$ cat src/rtl/btn_event_ctrl.sv
// btn_event_ctrl
//   Turns a debounced button level into short-press, long-press and
//   double-click events, and steps the LED display-mode index from them.
//   Runs on the button filter's clock, so btn_i needs no synchronizer.
//
// Ports
//   clk_100K  in   system clock (100 kHz)
//   rst       in   asynchronous, active-high reset
//   btn_i     in   debounced button level, 1 = pressed
//   short_o   out  one-cycle pulse, short press classified
//   long_o    out  one-cycle pulse, long press classified
//   double_o  out  one-cycle pulse, double click classified
//   mode_o    out  current LED mode index, 0..MODE_NUM-1
module btn_event_ctrl #(
    parameter int LONG_PRDS    = 50000,
    parameter int DBL_GAP_PRDS = 25000,
    parameter int MODE_NUM     = 4,
    parameter int COUNTWIDTH   = 17,
    parameter int MODEWIDTH    = 2
) (
    input  logic                 clk_100K,
    input  logic                 rst,
    input  logic                 btn_i,
    output logic                 short_o,
    output logic                 long_o,
    output logic                 double_o,
    output logic [MODEWIDTH-1:0] mode_o
);

    localparam logic [2:0] S_IDLE   = 3'd0;
    localparam logic [2:0] S_PRESS1 = 3'd1;
    localparam logic [2:0] S_GAP    = 3'd2;
    localparam logic [2:0] S_PRESS2 = 3'd3;
    localparam logic [2:0] S_HOLD   = 3'd4;

    localparam logic [COUNTWIDTH-1:0] LONG_TERM = COUNTWIDTH'(LONG_PRDS - 1);
    localparam logic [COUNTWIDTH-1:0] GAP_TERM  = COUNTWIDTH'(DBL_GAP_PRDS - 1);
    localparam logic [COUNTWIDTH-1:0] CNT_ONE   = COUNTWIDTH'(1);
    localparam logic [MODEWIDTH-1:0]  MODE_LAST = MODEWIDTH'(MODE_NUM - 1);
    localparam logic [MODEWIDTH-1:0]  MODE_ONE  = MODEWIDTH'(1);

    logic [2:0]            state_q, state_d;
    logic [COUNTWIDTH-1:0] cnt_q, cnt_d;
    logic                  short_q, short_d;
    logic                  long_q, long_d;
    logic                  double_q, double_d;
    logic [MODEWIDTH-1:0]  mode_q, mode_d;

    // Classification FSM. The counter is cleared on every state change and
    // only advances while staying in a timed state, so it stops at its
    // terminal value instead of wrapping.
    always_comb begin
        state_d  = state_q;
        cnt_d    = cnt_q;
        short_d  = 1'b0;
        long_d   = 1'b0;
        double_d = 1'b0;
        case (state_q)
            S_IDLE: begin
                if (btn_i) begin
                    state_d = S_PRESS1;
                    cnt_d   = '0;
                end
            end
            S_PRESS1: begin
                // A release on the terminal edge wins: it is not a long press.
                if (!btn_i) begin
                    state_d = S_GAP;
                    cnt_d   = '0;
                end else if (cnt_q == LONG_TERM) begin
                    long_d  = 1'b1;
                    state_d = S_HOLD;
                    cnt_d   = '0;
                end else begin
                    cnt_d = cnt_q + CNT_ONE;
                end
            end
            S_GAP: begin
                // A second press on the timeout edge still counts as a double click.
                if (btn_i) begin
                    state_d = S_PRESS2;
                    cnt_d   = '0;
                end else if (cnt_q == GAP_TERM) begin
                    short_d = 1'b1;
                    state_d = S_IDLE;
                    cnt_d   = '0;
                end else begin
                    cnt_d = cnt_q + CNT_ONE;
                end
            end
            S_PRESS2: begin
                if (!btn_i) begin
                    double_d = 1'b1;
                    state_d  = S_IDLE;
                    cnt_d    = '0;
                end else if (cnt_q == LONG_TERM) begin
                    // Second press held too long: report long, drop the double click.
                    long_d  = 1'b1;
                    state_d = S_HOLD;
                    cnt_d   = '0;
                end else begin
                    cnt_d = cnt_q + CNT_ONE;
                end
            end
            S_HOLD: begin
                // Wait for release after a long press; nothing is reported.
                if (!btn_i) begin
                    state_d = S_IDLE;
                    cnt_d   = '0;
                end
            end
            default: begin
                state_d = S_IDLE;
                cnt_d   = '0;
            end
        endcase
    end

    // Mode moves on the same edge that raises its pulse.
    always_comb begin
        mode_d = mode_q;
        if (long_d) begin
            mode_d = '0;
        end else if (short_d) begin
            mode_d = (mode_q == MODE_LAST) ? '0 : mode_q + MODE_ONE;
        end else if (double_d) begin
            mode_d = (mode_q == '0) ? MODE_LAST : mode_q - MODE_ONE;
        end
    end

    always_ff @(posedge clk_100K or posedge rst) begin
        if (rst) begin
            state_q  <= S_IDLE;
            cnt_q    <= '0;
            short_q  <= 1'b0;
            long_q   <= 1'b0;
            double_q <= 1'b0;
            mode_q   <= '0;
        end else begin
            state_q  <= state_d;
            cnt_q    <= cnt_d;
            short_q  <= short_d;
            long_q   <= long_d;
            double_q <= double_d;
            mode_q   <= mode_d;
        end
    end

    assign short_o  = short_q;
    assign long_o   = long_q;
    assign double_o = double_q;
    assign mode_o   = mode_q;

endmodule

$ cat config.mk
export PLATFORM = sky130hd
export DESIGN_NAME = btn_event_ctrl
export DESIGN_NICKNAME = d
export VERILOG_FILES = /design/src/rtl/btn_event_ctrl.sv
export SDC_FILE = /design/constraint.sdc
export NUM_CORES = 1
export LEC_CHECK = 0
export BUFFER_PORTS_ARGS = -buffer_cell sky130_fd_sc_hd__buf_2
export CORE_MARGIN = 4
export CORE_UTILIZATION = 60
export CTS_CLUSTER_DIAMETER = 80
export DETAILED_ROUTE_END_ITERATION = 16
export PLACE_DENSITY_LB_ADDON = 0.08
export SYNTH_ARGS = -nofsm -noshare
export SYNTH_HDL_FRONTEND = slang
export SYNTH_SLANG_ARGS = --single-unit
$ cat constraint.sdc
create_clock -name clk_100K -period 2.7 [get_ports clk_100K]
set_clock_uncertainty 0.2 [all_clocks]
set_input_delay 0.405 -clock clk_100K [delete_from_list [all_inputs] [get_ports clk_100K]]
set_output_delay 0.405 -clock clk_100K [all_outputs]
set_load 0.03 [all_outputs]
After elaboration in Yosys (flattened, before gate mapping)

Index checks and enable logic that the tools add are counted.

Add/sub/neg operators: 3
Equality and inequality tests: 10
Muxes and demuxes: 28
Reductions and logical operators: 6

Operators with widths:

| cell                  | count |
|---|---|
| $mux 17               | 6 |
| $pmux 17 s4           | 1 |
| $mux 3                | 7 |
| $add 17x1->17 const B | 1 |
| $eq 17x15->1 const B  | 1 |
| $eq 17x16->1 const B  | 1 |
| $pmux 3 s5            | 1 |
| $mux 2                | 5 |
| $mux 1                | 8 |
| $eq 3x2->1 const B    | 2 |
| $ne 2x2->1 const B    | 2 |
| $eq 3x1->1 const B    | 1 |
| $eq 3x3->1 const B    | 1 |
| $logic_not 3->1       | 1 |
| $ne 3x3->1 const B    | 1 |
| $reduce_and 3->1      | 1 |
| $reduce_bool 3->1     | 1 |
| $add 2x1->2 const B   | 1 |
| $eq 2x2->1 const B    | 1 |
| $logic_not 2->1       | 1 |
| $reduce_and 2->1      | 1 |
| $reduce_or 2->1       | 1 |
| $sub 2x1->2 const B   | 1 |

Flip-flop bits (word level): 25
Bits of input ports: 3
Output and inout port bits: 5

Longest topological paths before layout

Depth after elaboration: 6
Gate-level depth with buffers: 7
Depth with buffers taken out: 6

Worst setup path before layout

Ideal clock, no wire load.

Kind: register to register
Start point: register cnt_q[4]
End point: register cnt_q[4]
Setup time: 0.125 ns
Arrival: 1.636 ns
Data required time: 2.375 ns
Setup slack: 0.739 ns
Cell stages (with the launch flop): 8
Clock period less this slack: 1.961 ns
Cell sequence: dfrtp_1 -> buf_6 -> or4_4 -> nor2_8 -> a31oi_4 -> buf_6 -> o22ai_1 -> o21ai_1

Cells in the longest elaborated chain, start to end: 4
Elaborated cells between the ends (all ways): 8
Those cells by class: 1 x add/sub; 2 x eq/ne; 5 x mux

RTL lines:

| what                                  | RTL line    | text |
|---|---|---|
| start, declared                       | 43          | `logic [COUNTWIDTH-1:0] cnt_q, cnt_d;` |
| start signal, assigned                | 141         | `cnt_q <= cnt_d;` |
| $add 17x1->17 (tied with other cells) | 75, 88, 102 |  |
| $mux 17 (on tied branches)            | 70, 96, 83  |  |
| $mux 17 (on tied branches)            | 92, 80      |  |
| $pmux 17 s4 *                         | 58          | `case (state_q)` |

Mark *: on every way between the ends. The rest lies on a longest branch, timed or not.
A chain may end at the register's enable or synchronous reset.

Worst setup path after layout

Start point: register cnt_q[0]
End point: register cnt_q[14]

The elaborated chain is that of the path after synthesis.

==> flow_metrics.env <==
export IMPL_outcome="completed"
export IMPL_reg2reg_depth=6
export IMPL_tightestPinTransition_ns=0.651
export IMPL_powerDensity_mw_per_mm2=507
export IMPL_clock_path_buffers=2
export IMPL_core_area_mm2=0.00248
export IMPL_synth_area_top_cells="dfrtp_1 (40%), nand2_1 (6.0%), nand4_1 (2.8%)"
export IMPL_criticalPathCategory="register to register"
export IMPL_placement_cell_area_mm2=0.00159
export IMPL_hold_viol_final=0
export IMPL_pin_count=8
export IMPL_netlist_instances=174
export IMPL_synth_fp_nets=180
export IMPL_drive_above_1_share=0.116
export IMPL_ys_types=44
export IMPL_finalCritPeriodShare=0.822
export IMPL_maxSlewHeadroom=0.560
export IMPL_htree_levels=1
export IMPL_setup_viol=0
export IMPL_drtAntennaViolNets=0
export IMPL_first_pass_iters=4
export IMPL_r2r_slack_ns=0.48
export IMPL_gp_congestion=0.915
export IMPL_holdPathStages=2
export IMPL_postCtsSetupBuffers=0
export IMPL_maxCapViolCount=0
export IMPL_grt_util_all_layers=0.217
export IMPL_grt_setup_unrepaired="false"
export IMPL_fmax_ghz=0.450
export IMPL_p_leak_nw=0.692
export IMPL_portBuffers=7
export IMPL_drtIter0Drc=82
export IMPL_ir_drop_mv=0.555
export IMPL_synthArstFlopShare=1.00
export IMPL_ys_ff_latch=25
export IMPL_timing_rr_start="cnt_q[0]$_DFFE_PP0P_"
export IMPL_drv_slew=0
export IMPL_grt_max_degree=15
export IMPL_cts_tree="built"
export IMPL_worst_hold_path_endpoint="state_q[2]$_DFFE_PP0P_"
export IMPL_cp_end_kind="register"
export IMPL_ctsRootBufferMaster="clkbuf_4"
export IMPL_cts_clk_slew_worst_paths_ns=0.14
export IMPL_nets=188
export IMPL_area_growth_pct=4.76
export IMPL_startpoint_type="register"
export IMPL_required_ns=2.71
export IMPL_syn_avg_cell_area_um2=8.92
export IMPL_yosysWarnings=0
export IMPL_die_area_mm2=0.00346
export IMPL_hpwl_um=2420
export IMPL_overflow=0
export IMPL_tns_ns=0
export IMPL_finalWirelength_um=3210
export IMPL_grt_pass1_wl_um=5910
export IMPL_avgRoutedWirePerCell_um=15.2
export IMPL_power_frac_seq=0.548
export IMPL_design_area_mm2=0.00163
export IMPL_clk_latency_ns=0.32
export IMPL_yosys_area_top_type="dfrtp_1"
export IMPL_netlist_area_leader_share=0.403
export IMPL_period_minus_slack_ns=2.22
export IMPL_drcViolationCount=0
export IMPL_antenna_cells=0
export IMPL_synth_ff_type="dfrtp_1"
export IMPL_cts_repair_resize_count=0
export IMPL_cts_made_buffers=3
export IMPL_grt_pass1_vias=1281
export IMPL_antenna_found_initial=0
export IMPL_synth_cell_area_mm2=0.00155
export IMPL_vias_per_cell=6.21
export IMPL_seq_area_frac_synth=0.403
export IMPL_p_int_uw=542
export IMPL_cts_hold_fix_buffers=1
export IMPL_n_fill_cell=212
export IMPL_die_x_um=58.9
export IMPL_p_clk_frac=0.205
export IMPL_crit_fanout=13
export IMPL_p_sw_frac=0.342
export IMPL_worst_endpoint_arrival_ns=2.23
export IMPL_synthTopCellsByCount="dfrtp_1 (25), nand2_1 (25), nor2_1 (11), inv_1 (8), nand3_1 (8)"
export IMPL_die_h_um=58.9
export IMPL_min_path_type="primary input to register"
export IMPL_synth_edf_count=0
export IMPL_num_vias=1311
export IMPL_start_util=0.626
export IMPL_cts_sinks=25
export IMPL_min_from="btn_i"
export IMPL_p_comb_frac=0.248
export IMPL_rows=18
export IMPL_switchingPower_uw=282
export IMPL_timing_rr_end="cnt_q[14]$_DFFE_PP0P_"
## per-stage QoR
step           setup WS, ns   util  hold WS [ns]  power (mW)  instances
2_1_floorplan         0.739      -         0.232       0.606        174
3_3_place_gp          0.559  0.641         0.268       0.646        206
3_5_place_dp          0.525  0.641         0.291       0.664        206
4_1_cts               0.498  0.656         0.192       0.832        211
5_1_grt               0.300  0.656         0.180       0.885        211
6_report              0.480  0.656         0.189       0.824        211
## state kept, by name, indices dropped and copies added (netlist names)
signal and cells:
mode_o 2, long_o 1, cnt_q 17, state_q 3
double_o 1, short_o 1
## critical path, cell delays in order, from the launching register on
cell	delay (ns)
dfrtp_1	0.45
ha_1	0.24
nand3_1	0.24
nor2_1	0.33
a31oi_4	0.24
nor2_4	0.27
o211ai_1	0.13
## layout make-up
class,instances,area [um^2],share of cell area
tap,30,37.5,0.0231
clock inverter,1,5.00,0.00308
inverter,8,30.0,0.0185
multi-input combinational,133,837,0.515
sequential,25,626,0.385
clock buffer,3,22.5,0.0139
timing repair buffer,11,67.6,0.0416
## layout by cell type (no fill, tap or decap), types with 4 or more instances in the layout
cell type and instances:
buf_2 7, o22ai_1 6, nand4_1 7, o21ai_1 7, xor2_1 4, a21oi_1 7
nor2_1 11, nor2b_1 4, o21ai_0 7, nor3_1 5, dfrtp_1 25, nand3_1 8
o211ai_1 4, inv_1 8, nand2_1 25
## power by group through the flow
stage,registers [mW],logic (mW),clock network [mW]
2_1_floorplan,0.482,0.125,0
3_3_place_gp,0.454,0.192,0
3_5_place_dp,0.460,0.205,0
4_1_cts,0.451,0.208,0.173
5_1_grt,0.462,0.233,0.191
6_report,0.451,0.204,0.169
## routing by layer
| layer | part of all wire | up-vias | global-route usage |
|---|---|---|---|
| li1 | - | 648 | - |
| met4 | 0.0062 | 0 | 0.0388 |
| met2 | 0.49 | 20 | 0.369 |
| met1 | 0.47 | 640 | 0.300 |
| met3 | 0.035 | 3 | 0.0263 |
| met5 | 0 | - | 0 |
## worst max-delay path by stage
stage,start,to,slack [ns],cells past startpoint
after floorplan,cnt_q[4]$_DFFE_PP0P_,cnt_q[4]$_DFFE_PP0P_,0.74,7
after global placement,cnt_q[6]$_DFFE_PP0P_,cnt_q[14]$_DFFE_PP0P_,0.56,4
after detailed placement,cnt_q[0]$_DFFE_PP0P_,cnt_q[14]$_DFFE_PP0P_,0.53,6
after CTS,cnt_q[6]$_DFFE_PP0P_,cnt_q[14]$_DFFE_PP0P_,0.50,4
after global routing,cnt_q[0]$_DFFE_PP0P_,cnt_q[7]$_DFFE_PP0P_,0.30,6
final,cnt_q[0]$_DFFE_PP0P_,cnt_q[14]$_DFFE_PP0P_,0.48,6
## cells by family (layout without fill, tap and decap cells)
family	after synthesis	after routing	share of synthesized area
xor+xnor	4	4	0.0226
fa+ha+maj	3	3	0.0242
simple gates	84	84	0.307
buf+inv	16	23	0.0573
mux	2	2	0.0129
flops	25	25	0.403
compound gates	40	40	0.173
Power figures use the tool's default switching activity.
